<file path="src/rtl/vend_change_dispenser_if.sv">
// Handshake and hopper signals between the vending controller and the change dispenser.
// The master side is the controller plus the hopper sensor; the slave side is the dispenser.
interface vend_change_dispenser_if #(
  parameter int unsigned CNT_W = 8
);
  logic             req;
  logic [CNT_W-1:0] amount;
  logic             jam_clr;
  logic             coin_sense;
  logic             hopper_motor;
  logic             busy;
  logic             done;
  logic             jam;
  logic [CNT_W-1:0] remaining;

  modport master (
    output req, amount, jam_clr, coin_sense,
    input  hopper_motor, busy, done, jam, remaining
  );

  modport slave (
    input  req, amount, jam_clr, coin_sense,
    output hopper_motor, busy, done, jam, remaining
  );
endinterface

</file>
<file path="src/rtl/vend_change_dispenser.sv">
// Coin-hopper change dispenser: feeds coins one at a time, confirms each on the
// debounced exit sensor, and reports done or jam back to the vending controller.
module vend_change_dispenser #(
  parameter int unsigned CNT_W   = 8,
  parameter int unsigned DEB_CYC = 4,
  parameter int unsigned GAP_CYC = 16,
  parameter int unsigned TIMEOUT = 1000
) (
  input  logic                   clk,
  input  logic                   rst_n,
  vend_change_dispenser_if.slave bus
);

  localparam int unsigned DEB_W = $clog2(DEB_CYC + 1);
  localparam int unsigned GAP_W = $clog2(GAP_CYC + 1);
  localparam int unsigned TMO_W = $clog2(TIMEOUT + 1);

  typedef enum logic [2:0] {
    ST_IDLE,
    ST_FEED,
    ST_GAP,
    ST_DONE,
    ST_JAM
  } state_t;

  state_t           state, state_n;
  logic [1:0]       sync_q;
  logic             filt_q;
  logic [DEB_W-1:0] deb_q;
  logic [TMO_W-1:0] tmo_q, tmo_n;
  logic [GAP_W-1:0] gap_q, gap_n;
  logic [CNT_W-1:0] rem_q, rem_n;
  logic             motor_q, busy_q, done_q, jam_q, done_n;
  logic             coin_evt_c;

  // Rising edge of the filtered level, seen in the cycle before the filter flips.
  assign coin_evt_c = sync_q[1] && !filt_q && (deb_q == DEB_W'(DEB_CYC - 1));

  // Two-flop synchroniser followed by a stable-count debounce filter.
  always_ff @(posedge clk or negedge rst_n) begin
    if (!rst_n) begin
      sync_q <= '0;
      filt_q <= 1'b0;
      deb_q  <= '0;
    end else begin
      sync_q <= {sync_q[0], bus.coin_sense};
      if (sync_q[1] == filt_q) begin
        deb_q <= '0;
      end else if (deb_q == DEB_W'(DEB_CYC - 1)) begin
        filt_q <= sync_q[1];
        deb_q  <= '0;
      end else begin
        deb_q <= deb_q + DEB_W'(1);
      end
    end
  end

  // State, counters and registered outputs.
  always_ff @(posedge clk or negedge rst_n) begin
    if (!rst_n) begin
      state   <= ST_IDLE;
      tmo_q   <= '0;
      gap_q   <= '0;
      rem_q   <= '0;
      motor_q <= 1'b0;
      busy_q  <= 1'b0;
      done_q  <= 1'b0;
      jam_q   <= 1'b0;
    end else begin
      state   <= state_n;
      tmo_q   <= tmo_n;
      gap_q   <= gap_n;
      rem_q   <= rem_n;
      motor_q <= (state_n == ST_FEED);
      busy_q  <= (state_n != ST_IDLE);
      done_q  <= done_n;
      jam_q   <= (state_n == ST_JAM);
    end
  end

  always_comb begin
    state_n = state;
    rem_n   = rem_q;
    tmo_n   = '0;
    gap_n   = '0;
    done_n  = 1'b0;
    unique case (state)
      ST_IDLE: begin
        if (bus.req) begin
          if (bus.amount != '0) begin
            rem_n   = bus.amount;
            state_n = ST_FEED;
          end else begin
            done_n = 1'b1;
          end
        end
      end
      ST_FEED: begin
        // A coin arriving on the timeout cycle still counts.
        if (coin_evt_c) begin
          rem_n   = (rem_q != '0) ? rem_q - CNT_W'(1) : '0;
          state_n = (rem_q <= CNT_W'(1)) ? ST_DONE : ST_GAP;
        end else if (tmo_q == TMO_W'(TIMEOUT - 1)) begin
          state_n = ST_JAM;
        end else begin
          tmo_n = tmo_q + TMO_W'(1);
        end
      end
      ST_GAP: begin
        // A coin dropping while the motor is off is an overpay; close the payout.
        if (coin_evt_c) begin
          rem_n   = '0;
          state_n = ST_DONE;
        end else if (gap_q == GAP_W'(GAP_CYC - 1)) begin
          state_n = ST_FEED;
        end else begin
          gap_n = gap_q + GAP_W'(1);
        end
      end
      ST_DONE: begin
        state_n = ST_IDLE;
      end
      ST_JAM: begin
        if (bus.jam_clr) begin
          rem_n   = '0;
          state_n = ST_IDLE;
        end
      end
      default: begin
        state_n = ST_IDLE;
      end
    endcase
    if (state_n == ST_DONE) done_n = 1'b1;
  end

  assign bus.hopper_motor = motor_q;
  assign bus.busy         = busy_q;
  assign bus.done         = done_q;
  assign bus.jam          = jam_q;
  assign bus.remaining    = rem_q;

endmodule

</file>
<file path="src/flat_wrapper.sv">
// flat-port wrapper written by rule: the top's interface ports become plain ports
module vend_change_dispenser_flat 
#(
  parameter int unsigned CNT_W   = 8,
  parameter int unsigned DEB_CYC = 4,
  parameter int unsigned GAP_CYC = 16,
  parameter int unsigned TIMEOUT = 1000
)
  (clk, rst_n, bus_req, bus_amount, bus_jam_clr, bus_coin_sense, bus_hopper_motor, bus_busy, bus_done, bus_jam, bus_remaining);
  vend_change_dispenser_if #(.CNT_W(CNT_W)) bus_i ();
  input  logic clk;
  input  logic rst_n;
  input wire logic [$bits(bus_i.req)-1:0] bus_req;
  input wire logic [$bits(bus_i.amount)-1:0] bus_amount;
  input wire logic [$bits(bus_i.jam_clr)-1:0] bus_jam_clr;
  input wire logic [$bits(bus_i.coin_sense)-1:0] bus_coin_sense;
  output wire logic [$bits(bus_i.hopper_motor)-1:0] bus_hopper_motor;
  output wire logic [$bits(bus_i.busy)-1:0] bus_busy;
  output wire logic [$bits(bus_i.done)-1:0] bus_done;
  output wire logic [$bits(bus_i.jam)-1:0] bus_jam;
  output wire logic [$bits(bus_i.remaining)-1:0] bus_remaining;
  assign bus_i.req = bus_req;
  assign bus_i.amount = bus_amount;
  assign bus_i.jam_clr = bus_jam_clr;
  assign bus_i.coin_sense = bus_coin_sense;
  assign bus_hopper_motor = bus_i.hopper_motor;
  assign bus_busy = bus_i.busy;
  assign bus_done = bus_i.done;
  assign bus_jam = bus_i.jam;
  assign bus_remaining = bus_i.remaining;
  vend_change_dispenser #(.CNT_W(CNT_W), .DEB_CYC(DEB_CYC), .GAP_CYC(GAP_CYC), .TIMEOUT(TIMEOUT)) u_core (.clk(clk), .rst_n(rst_n), .bus(bus_i));
endmodule
</file>
<file path="config.mk">
export PLATFORM = sky130hd
export DESIGN_NAME = vend_change_dispenser_flat
export DESIGN_NICKNAME = d
export VERILOG_FILES = /design/src/rtl/vend_change_dispenser_if.sv /design/src/rtl/vend_change_dispenser.sv /design/src/flat_wrapper.sv
export SDC_FILE = /design/constraint.sdc
export NUM_CORES = 1
export LEC_CHECK = 0
export ABC_AREA = 1
export CORE_ASPECT_RATIO = 0.75
export CORE_MARGIN = 5
export CORE_UTILIZATION = 39
export DETAILED_ROUTE_END_ITERATION = 12
export SYNTH_ARGS = -nofsm -noshare
export SYNTH_HDL_FRONTEND = slang
export SYNTH_SLANG_ARGS = --single-unit
</file>
<file path="constraint.sdc">
create_clock -name clk -period 3.2 [get_ports clk]
set_clock_uncertainty 0.05 [all_clocks]
set_input_delay 0.64 -clock clk [delete_from_list [all_inputs] [get_ports clk]]
set_output_delay 0.64 -clock clk [all_outputs]
set_load 0.03 [all_outputs]
</file>
# Word level (Yosys, flattened, before mapping)

Cells that the tools add are included.

Register bits after elaboration: 36
Latch bits: 0
Memory bits (writable): 0
Memory bits (read-only): 0
Input port bits: 13
Output and inout bits: 12
Word-level logic and storage cells: 70
Memories kept: 0

Add/sub/neg operators: 4
Multiply operators: 0
Div/mod/pow operators: 0
$lt $le $gt $ge: 1
Equal/unequal tests: 15
Shift-type cells: 0
Mux-type cells: 28
Bitwise logic cells: 1
Reduce and logical (&&, ||, !) cells: 10

Operator list:

| kind                  | count |
|---|---|
| $mux 8                | 6 |
| $pmux 8 s4            | 1 |
| $mux 10               | 3 |
| $mux 3                | 9 |
| $reduce_bool 8->1     | 2 |
| $mux 5                | 3 |
| $pmux 3 s4            | 1 |
| $add 10x1->10 const B | 1 |
| $eq 10x10->1 const B  | 1 |
| $eq 3x2->1 const B    | 3 |
| $le 8x1->1 const B    | 1 |
| $sub 8x1->8 const B   | 1 |
| $eq 3x1->1 const B    | 2 |
| $eq 3x3->1 const B    | 2 |
| $ne 2x1->1 const B    | 3 |
| $reduce_and 6->1      | 1 |
| $add 5x1->5 const B   | 1 |
| $eq 5x4->1 const B    | 1 |
| $mux 1                | 5 |
| $ne 2x2->1 const B    | 2 |
| $reduce_bool 4->1     | 1 |
| $add 3x1->3 const B   | 1 |
| $logic_not 3->1       | 1 |
| $reduce_bool 3->1     | 1 |
| other kinds (5)       | 6 |

# Depth between registers and ports, before layout

Gate-level depths: netlist (run 1).

Depth after elaboration: 7
Gate-level depth with buffers: 11
Gate-level depth less buffers: 11

# Worst setup path after synthesis (run 1)

No wires, ideal clock.

Kind: register -> register
From: register u_core.rem_q[0], in the netlist u_core.bus.remaining[0]
To: register u_core.rem_q[5], in the netlist u_core.bus.remaining[5]
Library setup time: 0.121 ns
Arrival: 1.572 ns
Required time: 3.029 ns
Slack: 1.458 ns
Cell stages (with the launch flop): 12
Buffers on the path: 0
Clock period less this slack: 1.742 ns
Path through: dfrtp_1 > inv_1 > ha_1 > inv_1 > nor2_1 > nand2_1 > nand2_1 > inv_1 > nand3_1 > nand2_1 > nand2_1 > o21ai_2

Word-level cells in the longest chain between the ends: 4
Elaborated cells between the ends (all ways): 5
Those cells by class: 1 x add/sub; 3 x mux; 1 x reduce/logical

RTL lines:

| what                                                    | RTL line                     | source |
|---|---|---|
| start: declaration                                      | vend_change_dispenser.sv:32  | `logic [CNT_W-1:0] rem_q, rem_n;` |
| start signal: assignment                                | vend_change_dispenser.sv:73  | `rem_q <= rem_n;` |
| $sub 8x1->8 / $reduce_bool 8->1 (equally long branches) | vend_change_dispenser.sv:101 | `rem_n = (rem_q != '0) ? rem_q - CNT_W'(1) : '0;` |
| $mux 8 *                                                | vend_change_dispenser.sv:101 |  |
| $mux 8 *                                                | vend_change_dispenser.sv:100 | `if (coin_evt_c) begin` |
| $pmux 8 s4 *                                            | vend_change_dispenser.sv:87  | `unique case (state)` |

Mark *: on every way between the ends. The rest lies on a longest branch, timed or not. The select of a mux whose other input is x is not followed.
A chain may end at the register's enable or synchronous reset.

# Final worst setup path (run 1)

From: register u_core.rem_q[3], in the netlist u_core.bus.remaining[3]
To: output port bus_remaining[3]

RTL lines:

| what             | RTL line           | source |
|---|---|---|
| end: declaration | flat_wrapper.sv:21 | `output wire logic [$bits(bus_i.remaining)-1:0] bus_remaining;` |

No word-level cell between the ends.

==> metrics.md, run 1 <==
| Metric | Value |
|---|---|
| CTS Hold Bufs | `0` |
| Initial Util | `about two fifths` |
| Routed WL per cell | `11.87 µm` |
| Minimum clock period | `2081 ps` |
| Post-CTS Resized | `0` |
| Max Cap Viol | `0` |
| Worst EP required | `about 2500 ps` |
| Final Slew Violations | `0` |
| Worst skew pair latency | `290 ps` |
| Period Utilization, post-route | `65.03%` |
| Worst Tran Pin Value | `804.7 ps` |
| CP peak stage delay | `690 ps` |
| Die Width | `between 90 and 100 µm` |
| Clock Sinks | `36` |
| CP max FO | `4` |
| Worst EP arrival | `approximately 1400 ps` |
| DRT Wirelength | `3.798 mm` |
| Area grow syn2layout | `19.80%` |
| Reg2reg start | `u_core.bus.remaining[0]$_DFFE_PN0P_` |
| Slew margin rel. | `46.35%` |
| Power, Total | `1.986 mW` |
| Area of the multi-input gates | `868.3 µm²` |
| Layout cell share with drive strength beyond 1 | `11.54%` |
| Hold Crit Start | `u_core.sync_q[0]$_DFF_PN0_` |
| Post-route ant nets | `0` |
| DRC viols | `0` |
| Total die area | `roughly 6400 µm²` |
| WS Path Type | `reg -> out` |
| Max clock buf depth | `2` |
| Nets | `278` |
| Most frequent cells in the layout | `36 x nand2_1, 36 x dfrtp_1, 33 x inv_1` |
| Clock tree root driver cell | `clkbuf_8` |
| CTS tree | `yes` |
| First-pass iteration count of the detailed router | `4` |
| CP max stage cell | `clkdlybuf4s50_1` |
| Setup Buffers After CTS | `0` |
| Crit end category | `output port` |
| Syn_nets | `about 250` |
| Chip Height | `70.78 µm` |
| Routed vias/inst | `4.688` |
| Max Fclk | `0.4806 GHz` |
| Antenna fix cells | `0` |
| Reg area | `900.9 µm²` |
| Yosys reg bits | `36` |
| Total CTS buffers | `5` |
| Netlist cell types | `26` |
| Largest net degree at the start of global routing | `37` |
| Sequential fraction of the synthesis area | `46.91%` |
| CTS H-tree lvls | `2` |
| Global route total overflow | `0` |
| Setup violators final | `0` |
| Synthesized instance count | `between 200 and 250` |
| Initial antenna violation count | `0` |
| First-pass GRT wire length | `a little under 7 mm` |
| Setup TNS | `0 ps` |
| Number of global-route vias before repair | `~1,400` |
| Vias | `1,500` |
| Crit path launch | `u_core.bus.remaining[3]$_DFFE_PN0P_` |
| Post-synthesis cell area | `1921 µm²` |
| VDD IR max | `0.0003839 V` |
| Row count | `22` |
| DRT iter0 DRCs | `145` |
| Unrepaired setup endpoints after global routing | `no` |
| Top delay family on crit path | `buffers and inverters` |
| CP startpoint kind | `register` |
| Worst-path cell chain | `clkdlybuf4s50_1` |
| Detailed placement HPWL | `2.990 mm` |
| GRT Overall Usage | `between 10% and 20%` |
| P per Cell Area | `863.2 nW/µm²` |
| Worst Hold Class | `reg -> reg` |
| Final-layout fill cell count | `between 400 and 500` |
| Post-Syn Area per Cell | `8.387 µm²` |
| Worst-path clk slew | `70 ps` |
| Leakage Power | `1.093 nW` |
| RePlAce Congestion | `0.8200` |
| Ys Warns | `0` |
| Status | `finished, final reports clean` |
| Core Area | `between 4000 and 5000 µm²` |
| Port bufs | `24` |
| Io pins | `25` |
| Final Hold Fails | `0` |
| CP Buf/Inv Count | `1` |
[synthesized netlist by cell type (all sizes together)]
cell | n | area, µm²
nand4 | 4 | 25.02
o22ai | 1 | 6.260
o21ai | 19 | 125.1
nor2 | 37 | 161.4
inv | 35 | 131.4
nand3b | 1 | 7.510
buf | 1 | 20.02
dfrtp | 36 | 900.9
xor2 | 6 | 52.55
nand3 | 27 | 140.1
nand2 | 40 | 165.2
o211ai | 1 | 21.27
or2 | 2 | 15.02
a21oi | 7 | 35.03
xnor2 | 2 | 17.52
nor3 | 3 | 15.01
ha | 6 | 75.07
a31oi | 1 | 6.260
[final cells by class]
cell class,instances,share of cell area (%)
clock buffer,8,3.915
inverter,35,5.710
multi-input combinational,157,37.74
sequential,36,39.15
tap,60,3.263
timing repair buffer,24,10.22
[final timing paths]
kind	end	slack (ps)	depth (start not counted)
max	bus_remaining[3]	1120	1
min	u_core.sync_q[1]$_DFF_PN0_	310	0
max reg2reg	u_core.bus.remaining[5]$_DFFE_PN0P_	1290	11
min reg2reg	u_core.sync_q[1]$_DFF_PN0_	310	0
max in group asynchronous	u_core.gap_q[4]$_DFF_PN0_	2200	1
min in group asynchronous	u_core.tmo_q[1]$_DFF_PN0_	380	1
[through the flow]
step	worst slack (ps)	cells	cell area, µm²	utilization [%]	hold WS (ps)
after floorplan	1458	229	1921	-	281.2
after global placement	1033	312	2211	45.64	285.5
after detailed placement	1018	312	2211	45.64	284.7
after CTS	1095	320	2301	47.49	308.6
after global routing	1054	320	2301	47.49	329.1
final	1119	320	2301	47.49	307.7
[power breakdown]
| group | switching (mW) | internal [mW] | leakage [nW] |
|---|---|---|---|
| logic | 0.641 | 0.365 | 0.587 |
| clock network | 0.153 | 0.175 | 0.0455 |
| registers | 0.0820 | 0.570 | 0.461 |
| total | 0.876 | 1.11 | 1.09 |
[registers in the layout, summed over array words and instances, names as in the netlist]
signal                   flops
u_core.bus.busy              1
u_core.bus.done              1
u_core.bus.hopper_motor      1
u_core.bus.jam               1
u_core.bus.remaining         8
u_core.deb_q                 3
u_core.filt_q                1
u_core.gap_q                 5
u_core.state                 3
u_core.sync_q                2
u_core.tmo_q                10
[layer usage]
| layer | vias up | track usage (%) | part of all wire, % |
|---|---|---|---|
| met5 | - | 0 | 0 |
| met4 | 0 | 4.397 | 0 |
| met3 | 0 | 4.676 | 5.5 |
| met2 | 33 | 16.48 | 39 |
| met1 | 671 | 21.01 | 55 |
| li1 | 796 | - | - |
[cells by family (layout without fill, tap and decap cells)]
group | Yosys count | count (layout) | share of synthesized area [%]
AND/OR/NAND/NOR | 114 | 114 | 27.56
flip-flops | 36 | 36 | 46.91
buffers and inverters | 36 | 67 | 7.883
AO/OA/AOI/OAI | 29 | 29 | 10.10
XOR/XNOR | 8 | 8 | 3.648
adder cells (fa/ha/maj) | 6 | 6 | 3.909
No activity file was read; power rests on OpenSTA's default activity.
==> run 2: changes to the inputs <==
==> constraint.sdc (replaced) <==
create_clock -name clk -period 1.9 [get_ports clk]
set_clock_uncertainty 0.05 [all_clocks]
set_input_delay 0.38 -clock clk [delete_from_list [all_inputs] [get_ports clk]]
set_output_delay 0.38 -clock clk [all_outputs]
set_load 0.03 [all_outputs]
==> run 2 against run 1 <==
  * Final area rose by 2.6%
  * Non-clock buffer count rose by 6
  * Clock-buffer cell count did not move
  * First-iteration DRC count rose by 14%
  * Total power rose by 75%
  * Final cell count rose by 1.9%
  * Combinational power rose by 80%
  * Die area did not move
  * Clock power rose by 68%
==> metrics.md, run 2 (synthesis gave the netlist of run 1 again) <==
| Metric | Value |
|---|---|
| Layout cell share with drive strength beyond 1 | `13.91% (was 11.54%)` |
| CP startpoint kind | `register (unchanged)` |
| Commonest non-fill, non-tap cell in the layout | `dfrtp_1` |
| Crit end category | `output port (unchanged)` |
| Io pins | `25 (unchanged)` |
| Net Switching | `1.499 mW (was 0.8762 mW)` |
| Post-Place Cells | `317 (was 312)` |
| Max Cap Viol | `0 (unchanged)` |
| Nets | `284 (was 278)` |
| Biggest register | `u_core.tmo_q (unchanged)` |
| Area of the multi-input gates | `870.8 µm² (was 868.3 µm²)` |
| Most frequent cells in the layout | `36 x dfrtp_1, 35 x nand2_1, 33 x inv_1 (was 36 x nand2_1, 36 x dfrtp_1, 33 x inv_1)` |
| Switching Fraction | `43.21% (was 44.11%)` |
| CTS H-tree lvls | `2 (unchanged)` |
| Area grow syn2layout | `22.93% (was 19.80%)` |
| Worst Hold Class | `in -> async (was reg -> reg)` |
| Placed inst area | `2248 µm² (was 2211 µm²)` |
| Power, Total | `3.470 mW (was 1.986 mW)` |
| Detailed placement HPWL | `2.998 mm (was 2.990 mm)` |
| Final Hold Fails | `0 (unchanged)` |
| CTS Hold Bufs | `0 (unchanged)` |
| Port bufs | `24 (unchanged)` |
| Final-layout fill cell count | `492 (was 473)` |
| Period Utilization, post-route | `96.06%` |
| CP peak stage delay | `700 ps (was 690 ps)` |
| Antenna fix cells | `0 (unchanged)` |
| Unrepaired setup endpoints after global routing | `no (unchanged)` |
| CP max FO | `4 (unchanged)` |
| Minimum clock period | `between 1500 and 2000 ps` |
| Leakage Power | `1.126 nW (was 1.093 nW)` |
| Total CTS buffers | `5 (unchanged)` |
| Pint | `1.971 mW (was 1.110 mW)` |
| Worst Tran Pin Value | `449.8 ps (was 804.7 ps)` |
| P per Cell Area | `1470 nW/µm² (was 863.2 nW/µm²)` |
| Top delay family on crit path | `buffers and inverters (unchanged)` |
| Worst EP required | `1470 ps (was 2510 ps)` |
| Max Fclk | `0.5479 GHz` |
| Status | `finished, final reports clean (unchanged)` |
| Max reg flops | `10 (unchanged)` |
| First-pass GRT wire length | `7.210 mm (was 6.872 mm)` |
| WS Path Type | `reg -> out (unchanged)` |
| Worst-path cell chain | `clkdlybuf4s50_1 (unchanged)` |
| Largest net degree at the start of global routing | `37 (unchanged)` |
| CTS tree | `yes (unchanged)` |
| Worst skew pair latency | `280 ps (was 290 ps)` |
| CP max stage cell | `clkdlybuf4s50_1 (unchanged)` |
| VDD IR max | `0.0008272 V (was 0.0003839 V)` |
| Post-route ant nets | `0 (unchanged)` |
| DRC viols | `0 (unchanged)` |
| Global route total overflow | `0 (unchanged)` |
| Number of global-route vias before repair | `1,496 (was 1,413)` |
| Total die area | `6443 µm² (unchanged)` |
| Setup violators final | `0 (unchanged)` |
| Slew margin rel. | `70.01% (was 46.35%)` |
| Clock Sinks | `36 (unchanged)` |
| Vias | `1,560 (was 1,500)` |
| Share of power burned in registers | `31.8% (was 32.8%)` |
| Combinational Power Share | `52.3% (was 50.6%)` |
| Row count | `22 (unchanged)` |
| Worst EP arrival | `1400 ps (was 1390 ps)` |
| Die Width | `91.03 µm (unchanged)` |
| First-pass iteration count of the detailed router | `4 (unchanged)` |
| RePlAce Congestion | `0.8778 (was 0.8200)` |
| Final instance area | `2361 µm² (was 2301 µm²)` |
| Worst-path clk slew | `70 ps (about the same)` |
| CP Buf/Inv Count | `1 (unchanged)` |
| Final Non-Filler Cells | `326 (was 320)` |
| Clock tree root driver cell | `clkbuf_8 (unchanged)` |
| Clock Power Share | `15.9% (was 16.5%)` |
| Routed vias/inst | `4.785 (was 4.688)` |
| Final Slew Violations | `0 (unchanged)` |
| Initial antenna violation count | `0 (unchanged)` |
| GRT Overall Usage | `13.96% (was 13.35%)` |
| Max clock buf depth | `2 (unchanged)` |
| Reg area | `900.9 µm² (unchanged)` |
| Routed WL per cell | `12.08 µm (was 11.87 µm)` |
| Initial Util | `39.64% (unchanged)` |
| DRT iter0 DRCs | `166 (was 145)` |
| Chip Height | `70.78 µm (unchanged)` |
| DRT Wirelength | `3.939 mm (was 3.798 mm)` |
| Core Area | `4845 µm² (unchanged)` |
run 2: cell types whose count changed in the layout (fill, tap and decap cells not counted), sizes merged:
| cell | delta |
|---|---|
| buf | +6 |
run 2: what timing repair did:
item                                    in CTS  in global routing
buffers inserted                             0                  1
resized for setup                            0                  1
endpoints found under the setup margin       0                  8
run 2: final cells by class:
class / count / share of cell area [%]
sequential: 36 / 38.16
inverter: 35 / 5.564
clock buffer: 8 / 3.816
multi-input combinational: 157 / 36.88
tap: 60 / 3.180
timing repair buffer: 30 / 12.40
run 2: path summary, 6_finish.rpt:
| check | startpoint | endpoint | slack, ps | cells after the start |
|---|---|---|---|---|
| worst max-delay path | u_core.bus.remaining[3]$_DFFE_PN0P_ | bus_remaining[3] | 70 | 1 |
| worst min register to register | u_core.sync_q[0]$_DFF_PN0_ | u_core.sync_q[1]$_DFF_PN0_ | 300 | 0 |
| worst min-delay path | rst_n | u_core.tmo_q[0]$_DFF_PN0_ | 70 | 2 |
| worst max register to register | u_core.bus.remaining[0]$_DFFE_PN0P_ | u_core.bus.remaining[5]$_DFFE_PN0P_ | 190 | 11 |
| min in group clk | u_core.sync_q[0]$_DFF_PN0_ | u_core.sync_q[1]$_DFF_PN0_ | 300 | 0 |
| max in group asynchronous | rst_n | u_core.gap_q[2]$_DFF_PN0_ | 1410 | 2 |
run 2: power by group through the flow:
stage	Combinational (mW)	Sequential (mW)	Clock, mW
after floorplan	1.10	1.27	0
after global placement	1.74	1.11	0
after detailed placement	1.74	1.12	0
after CTS	1.76	1.10	0.578
after global routing	2.06	1.13	0.626
final	1.82	1.10	0.552
run 2: layer usage:
| layer | vias to the layer above | wire, µm | global-route usage, % |
|---|---|---|---|
| met3 | 2 | 243 | 5.101 |
| met1 | 709 | 2088 | 21.83 |
| met4 | 0 | 14 | 3.909 |
| met2 | 41 | 1593 | 17.60 |
| met5 | - | 0 | 0 |
| li1 | 808 | - | - |
run 2: stage by stage:
stage	utilization (%)	TNS, ps	hold slack (ps)	setup WS [ps]
floorplan	-	0	34.41	157.5
global placement	46.41	-9.521	287.7	-9.521
detailed placement	46.41	-238.0	286.4	-47.97
CTS	48.27	0	80.74	9.496
global route	48.73	0	110.6	2.296
finish	48.73	0	74.89	74.80
run 2: worst register-to-register path: stages (launching register included):
cell and delay (ps):
dfrtp_1 420, inv_1 120, ha_1 200, inv_1 60
nor2_1 150, nand2_1 100, nand2_2 130, inv_1 100
nand3_1 100, nand2_1 50, nand2_1 70, o21ai_2 50
==> run 3: changes to the inputs <==
==> constraint.sdc (replaced) <==
create_clock -name clk -period 2.2 [get_ports clk]
set_clock_uncertainty 0.05 [all_clocks]
set_input_delay 0.44 -clock clk [delete_from_list [all_inputs] [get_ports clk]]
set_output_delay 0.44 -clock clk [all_outputs]
set_load 0.03 [all_outputs]
==> run 3 against run 2 <==
  * Worst setup slack improved by 240 ps
  * Global-route usage fell by 0.81 points
  * Clock power fell by 13%
  * Total power is 14% lower
  * Via count is 1.9% lower
  * Critical path depth is the same
  * Worst hold slack got worse by 19 ps
  * Non-clock buffer count decreased by 3
  * Sequential power fell by 14%
  * Sequential share of layout area grew 0.20 points
  * Flip-flop and latch count is the same
  * Critical endpoint unchanged
==> metrics.md, run 3 (synthesis gave the netlist of run 1 again) <==
| Metric | Value |
|---|---|
| Antenna fix cells | `0 (unchanged)` |
| Initial antenna violation count | `0 (unchanged)` |
| Die Width | `91.03 µm (unchanged)` |
| Worst Tran Pin Value | `346.5 ps (was 449.8 ps)` |
| Minimum clock period | `~1900 ps` |
| DRT iter0 DRCs | `127 (was 166)` |
| RePlAce Congestion | `0.8537 (was 0.8778)` |
| Number of global-route vias before repair | `1,448 (was 1,496)` |
| Worst skew pair latency | `280 ps (about the same)` |
| CTS H-tree lvls | `2 (unchanged)` |
| Most frequent cells in the layout | `36 x nand2_1, 36 x dfrtp_1, 33 x inv_1 (was 36 x dfrtp_1, 35 x nand2_1, 33 x inv_1)` |
| CP max FO | `4 (unchanged)` |
| Port bufs | `24 (unchanged)` |
| Worst EP arrival | `1390 ps (was 1400 ps)` |
| DRC viols | `0 (unchanged)` |
| Clock tree root driver cell | `clkbuf_8 (unchanged)` |
| CP peak stage delay | `700 ps (about the same)` |
| Routed WL per cell | `12.12 µm (was 12.08 µm)` |
| Pint | `1.671 mW (was 1.971 mW)` |
| Clock Sinks | `36 (unchanged)` |
| CP startpoint kind | `register (unchanged)` |
| Io pins | `25 (unchanged)` |
| Final-layout fill cell count | `481 (was 492)` |
| Row count | `22 (unchanged)` |
| Setup Buffers After CTS | `0 (unchanged)` |
| Worst-path cell chain | `clkdlybuf4s50_1 (unchanged)` |
| WL met1 | `2.204 mm (was 2.088 mm)` |
| Met3 WL post-DR | `161 µm (was 243 µm)` |
| Post-route ant nets | `0 (unchanged)` |
| P per Cell Area | `1266 nW/µm² (was 1470 nW/µm²)` |
| CTS Hold Bufs | `0 (unchanged)` |
| Stages on worst setup path | `1 (unchanged)` |
| WS Path Type | `reg -> out (unchanged)` |
| Worst EP required | `1710 ps (was 1470 ps)` |
| Placed inst area | `2258 µm² (was 2248 µm²)` |
| Worst Hold Class | `in -> async (unchanged)` |
| Nets | `281 (was 284)` |
| Routed vias/inst | `4.737 (was 4.785)` |
| Initial Util | `39.64% (unchanged)` |
| Post-CTS Resized | `0 (unchanged)` |
| GRT Overall Usage | `13.15% (was 13.96%)` |
| Vias | `1,530 (was 1,560)` |
| DRT Wirelength | `3.914 mm (was 3.939 mm)` |
| Period Utilization, post-route | `85.50%` |
| Net Switching | `1.303 mW (was 1.499 mW)` |
| Crit path launch | `u_core.bus.remaining[3]$_DFFE_PN0P_ (unchanged)` |
| Setup violators final | `0 (unchanged)` |
| Crit end category | `output port (unchanged)` |
| Max clock buf depth | `2 (unchanged)` |
| Leakage Power | `1.116 nW (was 1.126 nW)` |
| CP max stage cell | `clkdlybuf4s50_1 (unchanged)` |
| Largest net degree at the start of global routing | `37 (unchanged)` |
| Max Cap Viol | `0 (unchanged)` |
| Final Hold Fails | `0 (unchanged)` |
| Share of power burned in registers | `31.8% (about the same)` |
| R2R cell count | `11 (unchanged)` |
| Area grow syn2layout | `22.28% (was 22.93%)` |
| Reg2reg start | `u_core.bus.remaining[0]$_DFFE_PN0P_ (unchanged)` |
| Slew margin rel. | `76.79% (was 70.01%)` |
| Final instance area | `2349 µm² (was 2361 µm²)` |
| Top delay family on crit path | `buffers and inverters (unchanged)` |
| Highest metal used | `met4 (unchanged)` |
| First-pass GRT wire length | `6.837 mm (was 7.210 mm)` |
| Combinational Power Share | `52.1% (was 52.3%)` |
| Detailed placement HPWL | `2.995 mm (was 2.998 mm)` |
| Max Fclk | `0.5316 GHz` |
| Max reg flops | `10 (unchanged)` |
| Clock Power Share | `16.1% (was 15.9%)` |
| Final Slew Violations | `0 (unchanged)` |
| Setup TNS | `0 ps (unchanged)` |
| Post-layout util | `48.48% (was 48.73%)` |
| Global route total overflow | `0 (unchanged)` |
| CP Buf/Inv Count | `1 (unchanged)` |
| Core Area | `4845 µm² (unchanged)` |
| Biggest register | `u_core.tmo_q (unchanged)` |
| Chip Height | `70.78 µm (unchanged)` |
| Met2 Wirelength | `1.509 mm (was 1.593 mm)` |
| Total CTS buffers | `5 (unchanged)` |
| Status | `finished, final reports clean (unchanged)` |
| Switching Fraction | `43.81% (was 43.21%)` |
| Unrepaired setup endpoints after global routing | `no (unchanged)` |
| Worst-path clk slew | `70 ps (about the same)` |
| VDD IR max | `0.0005905 V (was 0.0008272 V)` |
| First-pass iteration count of the detailed router | `4 (unchanged)` |
| CTS tree | `yes (unchanged)` |
| Layout cell share with drive strength beyond 1 | `12.55% (was 13.91%)` |
| Total die area | `6443 µm² (unchanged)` |
## run 3: cell types whose count changed in the layout (fill, tap and decap cells not counted), sizes merged
cell | before | now
buf | 7 | 4
## run 3: layout make-up
cell class / instances / area (µm²) / share of cell area (%)
Sequential cell: 36 / 900.9 / 38.36
Multi-Input combinational cell: 157 / 868.3 / 36.97
Timing Repair Buffer: 27 / 282.8 / 12.04
Inverter: 35 / 131.4 / 5.594
Clock buffer: 8 / 90.09 / 3.836
Tap cell: 60 / 75.07 / 3.197
## run 3: power groups by stage
stage	logic, mW	registers, mW	clock network [mW]
global route	1.73	0.970	0.518
global placement	1.53	0.958	0
finish	1.55	0.946	0.479
CTS	1.55	0.948	0.495
detailed placement	1.54	0.959	0
floorplan	0.950	1.10	0
## run 3: worst paths after layout
kind	to	slack [ps]
setup / recovery	bus_remaining[3]	320
hold / removal	u_core.tmo_q[2]$_DFF_PN0_	60
setup reg to reg	u_core.bus.remaining[5]$_DFFE_PN0P_	400
hold reg to reg	u_core.sync_q[1]$_DFF_PN0_	300
max in group asynchronous	u_core.gap_q[0]$_DFF_PN0_	1860
min in group clk	u_core.sync_q[1]$_DFF_PN0_	300
## run 3: stage by stage
step	hold WS (ps)	total power, mW	setup slack, ps	instances
finish	55.63	2.974	318.9	323
global route	69.25	3.223	259.8	323
CTS	59.68	2.990	311.6	323
detailed placement	284.7	2.503	341.7	315
global placement	286.5	2.485	361.8	315
floorplan	94.41	2.049	457.5	229
## run 3: worst register-to-register path: cells and delay by family (launching register included)
kind            cells  cell delay, ps
simple gates        6             680
flops               1             410
buf+inv             3             300
fa+ha+maj           1             210
compound gates      1              50
## run 3: layer usage
metal | vias to the layer above | GRT usage (%)
met5 | - | 0
met4 | 0 | 5.375
met3 | 4 | 3.507
met2 | 23 | 16.80
met1 | 706 | 20.49
li1 | 797 | -
